--- src/rtl/cva5_types.sv ---
// Shared definitions for the TLB page-table-walk arbiter.
//   walk_owner_t     : which TLB side owns (or is granted) the walker.
//   walk_arb_state_t : arbiter FSM state.
//   walk_req_t       : one side's pending miss {valid, vaddr, rnw, execute}.
//   pick_owner()     : grant selection shared by fixed and round-robin modes.
package cva5_types;

  // Address width carried by walk_req_t; the top-level ADDR_W must equal it.
  localparam int unsigned WALK_ADDR_W = 32;

  typedef enum logic {
    OWNER_I = 1'b0,
    OWNER_D = 1'b1
  } walk_owner_t;

  typedef enum logic {
    ARB_IDLE = 1'b0,
    ARB_WALK = 1'b1
  } walk_arb_state_t;

  typedef struct packed {
    logic                   valid;
    logic [WALK_ADDR_W-1:0] vaddr;
    logic                   rnw;
    logic                   execute;
  } walk_req_t;

  // With both sides eligible the tie winner is taken; otherwise the single
  // eligible side. The caller only uses the result when one side is eligible.
  function automatic walk_owner_t pick_owner(input logic        i_elig,
                                             input logic        d_elig,
                                             input walk_owner_t tie_winner);
    if (i_elig && d_elig) return tie_winner;
    else if (i_elig)      return OWNER_I;
    else                  return OWNER_D;
  endfunction

  function automatic walk_owner_t other_side(input walk_owner_t side);
    return (side == OWNER_I) ? OWNER_D : OWNER_I;
  endfunction

endpackage

--- src/rtl/walk_req_slot.sv ---
// Pending-miss register for one TLB side.
// Ports:
//   clk, rst   : clock, asynchronous active-high reset
//   request_i  : one-cycle miss request (ignored while already pending)
//   vaddr_i    : miss virtual address
//   rnw_i      : read-not-write
//   execute_i  : execute flag
//   abort_i    : requester abandons the miss; beats a simultaneous request
//   done_i     : the walk owned by this side completed or faulted
//   slot_o     : current pending descriptor
module walk_req_slot
  import cva5_types::*;
(
  input  logic                   clk,
  input  logic                   rst,
  input  logic                   request_i,
  input  logic [WALK_ADDR_W-1:0] vaddr_i,
  input  logic                   rnw_i,
  input  logic                   execute_i,
  input  logic                   abort_i,
  input  logic                   done_i,
  output walk_req_t              slot_o
);

  walk_req_t slot_q, slot_d;

  // NOTE: every variable written here gets a default first, so no path can
  // leave it unassigned and infer a latch.
  always_comb begin
    slot_d = slot_q;
    if (abort_i || done_i) begin
      slot_d.valid = 1'b0;
    end else if (request_i && !slot_q.valid) begin
      slot_d = '{valid: 1'b1, vaddr: vaddr_i, rnw: rnw_i, execute: execute_i};
    end
  end

  // NOTE: state registers use non-blocking assignments so every flop samples
  // its pre-edge inputs regardless of block ordering.
  always_ff @(posedge clk or posedge rst) begin
    if (rst) slot_q <= '0;
    else     slot_q <= slot_d;
  end

  assign slot_o = slot_q;

  // A second miss from a side that is still pending (or owning the walker)
  // is dropped; the TLB is not supposed to issue one.
  a_no_request_while_pending: assert property (
    @(posedge clk) disable iff (rst) !(request_i && slot_q.valid && !abort_i));

endmodule

--- src/rtl/tlb_walk_arbiter.sv ---
// Arbitrates the single page-table walker between the ITLB and DTLB.
// Each side's miss is latched in a walk_req_slot; the FSM grants one side,
// drives the walk descriptor and routes result/fault/abort to the owner.
// Configuration macro:
//   TLB_WALK_ARB_ROUND_ROBIN_EN defined   : round-robin between the sides
//   TLB_WALK_ARB_ROUND_ROBIN_EN undefined : fixed priority, data side wins
// Ports:
//   clk, rst                          : clock, asynchronous active-high reset
//   i_/d_request, _virtual_address,
//   i_/d_rnw, d_execute               : one-cycle miss requests
//   i_/d_abort                        : requester abandons its miss
//   ptw_request                       : one-cycle walk start
//   ptw_virtual_address/_rnw/_execute : walk descriptor
//   ptw_abort                         : cancels the walk in progress
//   ptw_write_entry, ptw_is_fault     : walk result
//   i_/d_write_entry, i_/d_is_fault   : result forwarded to the owner
//   busy                              : a walk is in progress
module tlb_walk_arbiter
  import cva5_types::*;
#(
  parameter int unsigned ADDR_W = WALK_ADDR_W
) (
  input  logic              clk,
  input  logic              rst,
  input  logic              i_request,
  input  logic [ADDR_W-1:0] i_virtual_address,
  input  logic              i_rnw,
  input  logic              i_abort,
  input  logic              d_request,
  input  logic [ADDR_W-1:0] d_virtual_address,
  input  logic              d_rnw,
  input  logic              d_execute,
  input  logic              d_abort,
  output logic              ptw_request,
  output logic [ADDR_W-1:0] ptw_virtual_address,
  output logic              ptw_rnw,
  output logic              ptw_execute,
  output logic              ptw_abort,
  input  logic              ptw_write_entry,
  input  logic              ptw_is_fault,
  output logic              i_write_entry,
  output logic              d_write_entry,
  output logic              i_is_fault,
  output logic              d_is_fault,
  output logic              busy
);

  walk_arb_state_t state_q, state_d;
  walk_owner_t     owner_q, owner_d;
  walk_owner_t     grant;
  walk_owner_t     tie_winner;
  walk_req_t       i_slot, d_slot;
  logic            i_eligible, d_eligible, grant_fire;
  logic            walk_result, i_done, d_done;

  walk_req_slot u_i_slot (
    .clk       (clk),
    .rst       (rst),
    .request_i (i_request),
    .vaddr_i   (i_virtual_address),
    .rnw_i     (i_rnw),
    .execute_i (1'b1),               // instruction fetches always execute
    .abort_i   (i_abort),
    .done_i    (i_done),
    .slot_o    (i_slot)
  );

  walk_req_slot u_d_slot (
    .clk       (clk),
    .rst       (rst),
    .request_i (d_request),
    .vaddr_i   (d_virtual_address),
    .rnw_i     (d_rnw),
    .execute_i (d_execute),
    .abort_i   (d_abort),
    .done_i    (d_done),
    .slot_o    (d_slot)
  );

  // A side aborting this cycle is never granted.
  assign i_eligible  = i_slot.valid && !i_abort;
  assign d_eligible  = d_slot.valid && !d_abort;
  assign grant_fire  = (state_q == ARB_IDLE) && (i_eligible || d_eligible);
  assign grant       = pick_owner(i_eligible, d_eligible, tie_winner);

  // Owner pending clears on result; an owner abort clears via the slot's
  // own abort input, so a coincident result is harmless there.
  assign walk_result = (state_q == ARB_WALK) && (ptw_write_entry || ptw_is_fault);
  assign i_done      = walk_result && (owner_q == OWNER_I);
  assign d_done      = walk_result && (owner_q == OWNER_D);

`ifdef TLB_WALK_ARB_ROUND_ROBIN_EN
  walk_owner_t rr_q, rr_d;

  // After each grant the pointer moves to the side that was not served.
  assign rr_d       = grant_fire ? other_side(grant) : rr_q;
  assign tie_winner = rr_q;

  always_ff @(posedge clk or posedge rst) begin
    if (rst) rr_q <= OWNER_I;
    else     rr_q <= rr_d;
  end
`else
  assign tie_winner = OWNER_D;
`endif

  always_ff @(posedge clk or posedge rst) begin
    if (rst) begin
      state_q <= ARB_IDLE;
      owner_q <= OWNER_I;
    end else begin
      state_q <= state_d;
      owner_q <= owner_d;
    end
  end

  always_comb begin
    state_d             = state_q;
    owner_d             = owner_q;
    ptw_request         = 1'b0;
    ptw_abort           = 1'b0;
    ptw_virtual_address = '0;
    ptw_rnw             = 1'b0;
    ptw_execute         = 1'b0;
    i_write_entry       = 1'b0;
    d_write_entry       = 1'b0;
    i_is_fault          = 1'b0;
    d_is_fault          = 1'b0;

    unique case (state_q)
      ARB_IDLE: begin
        if (grant_fire) begin
          ptw_request = 1'b1;
          owner_d     = grant;
          state_d     = ARB_WALK;
          if (grant == OWNER_I) begin
            ptw_virtual_address = i_slot.vaddr;
            ptw_rnw             = i_slot.rnw;
            ptw_execute         = i_slot.execute;
          end else begin
            ptw_virtual_address = d_slot.vaddr;
            ptw_rnw             = d_slot.rnw;
            ptw_execute         = d_slot.execute;
          end
        end
      end

      ARB_WALK: begin
        if (owner_q == OWNER_I) begin
          ptw_virtual_address = i_slot.vaddr;
          ptw_rnw             = i_slot.rnw;
          ptw_execute         = i_slot.execute;
        end else begin
          ptw_virtual_address = d_slot.vaddr;
          ptw_rnw             = d_slot.rnw;
          ptw_execute         = d_slot.execute;
        end

        // Owner abort cancels the walk and swallows any same-cycle result.
        if ((owner_q == OWNER_I) ? i_abort : d_abort) begin
          ptw_abort = 1'b1;
          state_d   = ARB_IDLE;
        end else if (walk_result) begin
          if (owner_q == OWNER_I) begin
            i_write_entry = ptw_write_entry;
            i_is_fault    = ptw_is_fault;
          end else begin
            d_write_entry = ptw_write_entry;
            d_is_fault    = ptw_is_fault;
          end
          state_d = ARB_IDLE;
        end
      end

      default: state_d = ARB_IDLE;
    endcase
  end

  assign busy = (state_q == ARB_WALK);

endmodule

--- config.mk ---
export PLATFORM = sky130hd
export DESIGN_NAME = tlb_walk_arbiter
export DESIGN_NICKNAME = d
export VERILOG_FILES = /design/src/rtl/cva5_types.sv /design/src/rtl/walk_req_slot.sv /design/src/rtl/tlb_walk_arbiter.sv
export SDC_FILE = /design/constraint.sdc
export NUM_CORES = 1
export LEC_CHECK = 0
export ABC_AREA = 0
export CAP_MARGIN = 0
export CORE_MARGIN = 8
export CORE_UTILIZATION = 45
export CTS_CLUSTER_DIAMETER = 30
export CTS_CLUSTER_SIZE = 8
export DETAILED_ROUTE_END_ITERATION = 10
export PLACE_DENSITY = 0.87
export REMOVE_ABC_BUFFERS = 1
export SETUP_SLACK_MARGIN = 0.02
export SLEW_MARGIN = 25
export SYNTH_ARGS = -nofsm -noshare
export SYNTH_HDL_FRONTEND = slang
export SYNTH_SLANG_ARGS = --single-unit
--- constraint.sdc ---
create_clock -name clk -period 2.59 [get_ports clk]
set_input_delay 0.259 -clock clk [delete_from_list [all_inputs] [get_ports clk]]
set_output_delay 0.259 -clock clk [all_outputs]
set_load 0.03 [all_outputs]
* Yosys cells after proc, flatten, opt, wreduce, memory -nomap -nowiden *
Index checks and enable logic that the tools add are counted.

word-level totals
  output and inout port bits = 41
  flip-flop bits (word level) = 72
  word-level logic and storage cells = 78
  bits of input ports = 75

cells by class
  bitwise logic cells = 4
  muxes and demuxes = 42
  reduce and logical (&&, ||, !) cells = 22

operator list
  cell                                 number
  32-bit 2-to-1 mux                    3
  35-bit 2-to-1 mux                    2
  32-bit case mux with 2 select lines  1
  1-bit 2-to-1 mux                     33
  1-bit logical AND                    9
  1-bit case mux with 2 select lines   3
  2-bit AND reduction                  3
  1-bit logical NOT                    4
  1-bit logical OR                     4
  1-bit inverter                       4
  2-bit nonzero test                   2

* Longest topological paths before layout *
  word-level depth = 7
  gate-level depth with buffers = 5
  gate-level depth less buffers = 3

* By module *
Synthesis repeated with hierarchy kept, for this count alone.

unflattened totals
  cell total of the unflattened synthesis = 292
  area, all modules = 3,865.0 um^2

by module, submodules not included
  module            seq. area each (um^2)  instances  cells an instance  area each (um^2)
  walk_req_slot     875.8                  2          76                 1,328.8
  tlb_walk_arbiter  50.0                   1          140                1,207.4

* Worst setup path after synthesis *
Ideal clock, no wire load.

  kind = flip-flop to output port
  start point = register state_q (netlist: busy)
  end point = output ptw_execute
  stages on the path, launching flop included = 6
  buffers on the path = 2
  arrival time = 1.623 ns
  data required time = 2.331 ns
  slack = 0.708 ns
  path through = dfrtp_1 -> buf_4 -> nand2_2 -> o21ai_1 -> clkbuf_1 -> a22o_1

on the way
  word-level cells in the longest chain between the ends = 4

RTL lines
  what                                    line                     RTL
  start, declared                         tlb_walk_arbiter.sv:48   walk_arb_state_t state_q, state_d;
  start signal, assigned                  tlb_walk_arbiter.sv:112  state_q <= state_d;
  1-bit inverter (no source line)         --
  1-bit logical AND                       tlb_walk_arbiter.sv:83   assign grant_fire = (state_q == ARB_IDLE) && (i_eligible || d_eligible);
  1-bit 2-to-1 mux                        tlb_walk_arbiter.sv:132  if (grant_fire) begin
  1-bit case mux with 2 select lines (*)  tlb_walk_arbiter.sv:130  unique case (state_q)
  end, declared                           tlb_walk_arbiter.sv:37   output logic ptw_execute,

Mark *: on every way between the ends. The rest lies on a longest branch, timed or not.

* Worst setup path in the final report *
  start point = register u_i_slot.slot_q, in the netlist u_i_slot.slot_o[34]
  end point = output ptw_virtual_address[29]

on the way
  word-level cells in the longest chain between the ends = 6
  elaborated cells on any way between the ends = 9
  those cells by class = mux: 5; reduce/logical: 4

RTL lines
  what                                                          line                                RTL
  start, declared                                               walk_req_slot.sv:25                 walk_req_t slot_q, slot_d;
  start signal, assigned                                        walk_req_slot.sv:42                 else slot_q <= slot_d;
  1-bit logical AND (*)                                         tlb_walk_arbiter.sv:81              assign i_eligible = i_slot.valid && !i_abort;
  1-bit 2-to-1 mux / 1-bit logical AND (equally long branches)  cva5_types.sv:34, cva5_types.sv:33
  1-bit 2-to-1 mux                                              cva5_types.sv:33                    if (i_elig && d_elig) return tie_winner;
  32-bit 2-to-1 mux                                             tlb_walk_arbiter.sv:136             if (grant == OWNER_I) begin
  32-bit 2-to-1 mux (*)                                         tlb_walk_arbiter.sv:132
  32-bit case mux with 2 select lines (*)                       tlb_walk_arbiter.sv:130
  end, declared                                                 tlb_walk_arbiter.sv:35              output logic [ADDR_W-1:0] ptw_virtual_address,

Marks and branches as above.

==> flow_summary_export.csv <==
group,metric,value,unit
synth,synth.top_cell.area_share,55.2,%
clocking,cts_made_buffers,9,
grt,gr-usage-met3,4.88,%
synth,yosysSeqAreaShare,55.2,%
pwr,p_per_area,807,nW/um^2
synth,async_reset_ff_share,100,%
pwr,p_leak,2.02,nW
synth,ys_types,26,
floorplanning,fp-row-count,31,
synth,synthMuxAreaShare,24.3,%
routing,drcViolationCount,0,
setup_path,path_class,"reg -> out",
synth,synth_top_family_by_area,"multiplexers",
synth,netlist_area,3260,sq um
hold_path,hold_path.class,"in -> async",
placement,place.gp.congestion,0.818,
grt,antenna_found_initial,0,
grt,grt_max_degree,35,
synth,syn_inst,225,
clocking,cts_max_level,3,
setup_path,end_kind,"output port",
synth,yosysWarnings,0,
timing,tns,0,ns
synth,synth_fa_ha_area_share,0,%
synth,synth.ff_latch_count,72,
clocking,clkTransAtPathRegs,0.08,ns
timing,finalHoldViolCount,0,
timing,fin_crit_sh,94.8,%
routing,avgViaCountPerCell,5.15,
finish,final_layout_size_suffix_gt1_share,28.7,%
routing,drtPass1Iterations,4,
synth,synth.area.top_cells,"dfrtp_1 (55%), mux2_1 (12%), mux2_2 (11%)",
pwr,ir_drop,421,uV
synth,synth_common_cells,"dfrtp_1 (72), mux2_1 (34), mux2_2 (33)",
synth,yosys.area.top_type,"dfrtp_1",
placement,placed_area,4470,sq um
routing,wl,8.02,mm
floorplanning,core,7140,sq um
timing,worst_clock_skew,0.0106,ns
grt,overflow,0,
floorplanning,io_pins,116,
timing,rsz0062_at_grt,"false",
clocking,insertion_delay,0.33,ns
job,drv_cap,0,
setup_path,arrival,2.20,ns
floorplanning,die_width,101,um
setup_path,cp-start-kind,"register",
finish,area_growth_syn_to_layout,42.8,%
outcome,outcome,"complete, no violations",
placement,portBuffers,115,
synth,synthFlopType,"dfrtp_1",
floorplanning,start_util,45.7,%
finish,nets,422,
synth,synth_area_per_cell,14.5,sq um
setup_path,r2r_slack,0.94,ns
timing,min_period,2.45,ns
grt,grt_first_pass_wirelength,13.0,mm
clocking,cts_resized,0,
finish,design_area,4660,sq um
timing,max_slew_margin,73.8,%
grt,grt_use_met2,26.5,%
routing,via_count,2324,
synth,synth_edf_count,0,
timing,holdWs,0.186,ns
clocking,cts_hold_buf,0,
grt,grt_usage,16.2,%
finish,utilization,65.3,%
routing,wire_per_inst,17.8,um
grt,grtUsageMet1,20.0,%
timing,setup_viol,0,
clocking,cts_tree,"yes",
setup_path,path_max_fanout,4,
routing,drt_iter0_drc,65,
setup_path,reg2reg_depth,4,
clocking,clockRootBuffer,"clkbuf_8",
placement,hpwl,5.79,mm
finish,diodes,0,
setup_path,r2r-end,"u_d_slot.slot_o[5]",
grt,grt_pass1_vias,2566,
routing,ant_nets,0,
clocking,clkSinkCount,72,
timing,tightest_slew,0.393,ns
clocking,post_cts_buffers,0,
floorplanning,dieArea,10200,sq um
setup_path,worst_ep_required_time,2.33,ns
synth,synth-compound-area-share,11.5,%
synth,yosysMostFrequentCell,"dfrtp_1",
synth,synth-simple-area-share,5.29,%
floorplanning,die_y,101,um
grt,grt-busiest-layer,"met2",
setup_path,r2r-start,"owner_q",
clocking,clockBufferDepth,2,
timing,max_freq,0.407,GHz
synth,synth_xor_area_share,0,%
timing,timing.final.max_slew_violations,0,
-- routing by layer --
layer / vias to the layer above / wire (um) / part of all wire, %
met2: 80 / 3950 / 49
li1: 1073 / - / -
met3: 8 / 547 / 6.8
met5: - / 0 / 0
met4: 0 / 74 / 0.92
met1: 1163 / 3440 / 43
-- cell type report --
type	instances	area (sq um)
timing repair buffer	125	1200
clock inverter	4	28.8
multi-input combinational	138	1350
sequential	72	1800
tap	99	124
inverter	1	3.75
clock buffer	12	155
fill	575	2480
-- stage by stage --
step / instances / power, mW / setup WS [ns]
final: 451 / 3.76 / 0.135
after floorplan: 211 / 2.43 / 0.117
after global placement: 435 / 2.96 / 0.197
after global routing: 451 / 3.97 / 0.0310
after detailed placement: 435 / 3.01 / 0.150
after CTS: 451 / 3.81 / 0.0851
-- critical path: stages (launching register included) --
cell and delay, ns:
dfrtp_1 0.39, or3b_1 0.44, nor2_1 0.21, a221o_1 0.17
clkdlybuf4s50_1 0.66
-- flip-flops by register name, summed over array words and instances (netlist names) --
signal	flops
owner_q	1
busy	1
u_i_slot.slot_o	35
u_d_slot.slot_o	35
-- logic make-up after synthesis --
logic type	after synthesis
multiplexers	71
AND/OR/NAND/NOR	26
buffers and inverters	15
flip-flops	72
AO/OA/AOI/OAI	41
-- layout by cell type (no fill, tap or decap), types with 3 or more instances in the layout --
cell,n
a22o_1,31
dfrtp_1,72
mux2_1,34
nor2_1,6
a221o_1,3
clkdlybuf4s50_1,82
buf_4,38
buf_12,4
clkbuf_8,11
nand2b_1,3
mux2i_1,4
mux2_2,33
o21ai_4,3
nor3b_1,4
nor2b_1,5
-- how the worst max path moves through the flow --
stage / from / endpoint / slack [ns] / cells after the start
floorplan: busy / ptw_execute / 0.12 / 2
global placement: i_abort / ptw_virtual_address[28] / 0.20 / 5
detailed placement: i_abort / ptw_virtual_address[28] / 0.15 / 5
CTS: u_i_slot.slot_o[34] / ptw_virtual_address[28] / 0.09 / 4
global route: u_i_slot.slot_o[34] / ptw_virtual_address[29] / 0.03 / 4
finish: u_i_slot.slot_o[34] / ptw_virtual_address[29] / 0.14 / 4
-- where the power goes --
group          switching, mW  internal, mW
registers              0.163          1.42
logic                  0.704         0.684
clock network          0.394         0.401
total                   1.26          2.50
No activity file was read; power rests on OpenSTA's default activity.
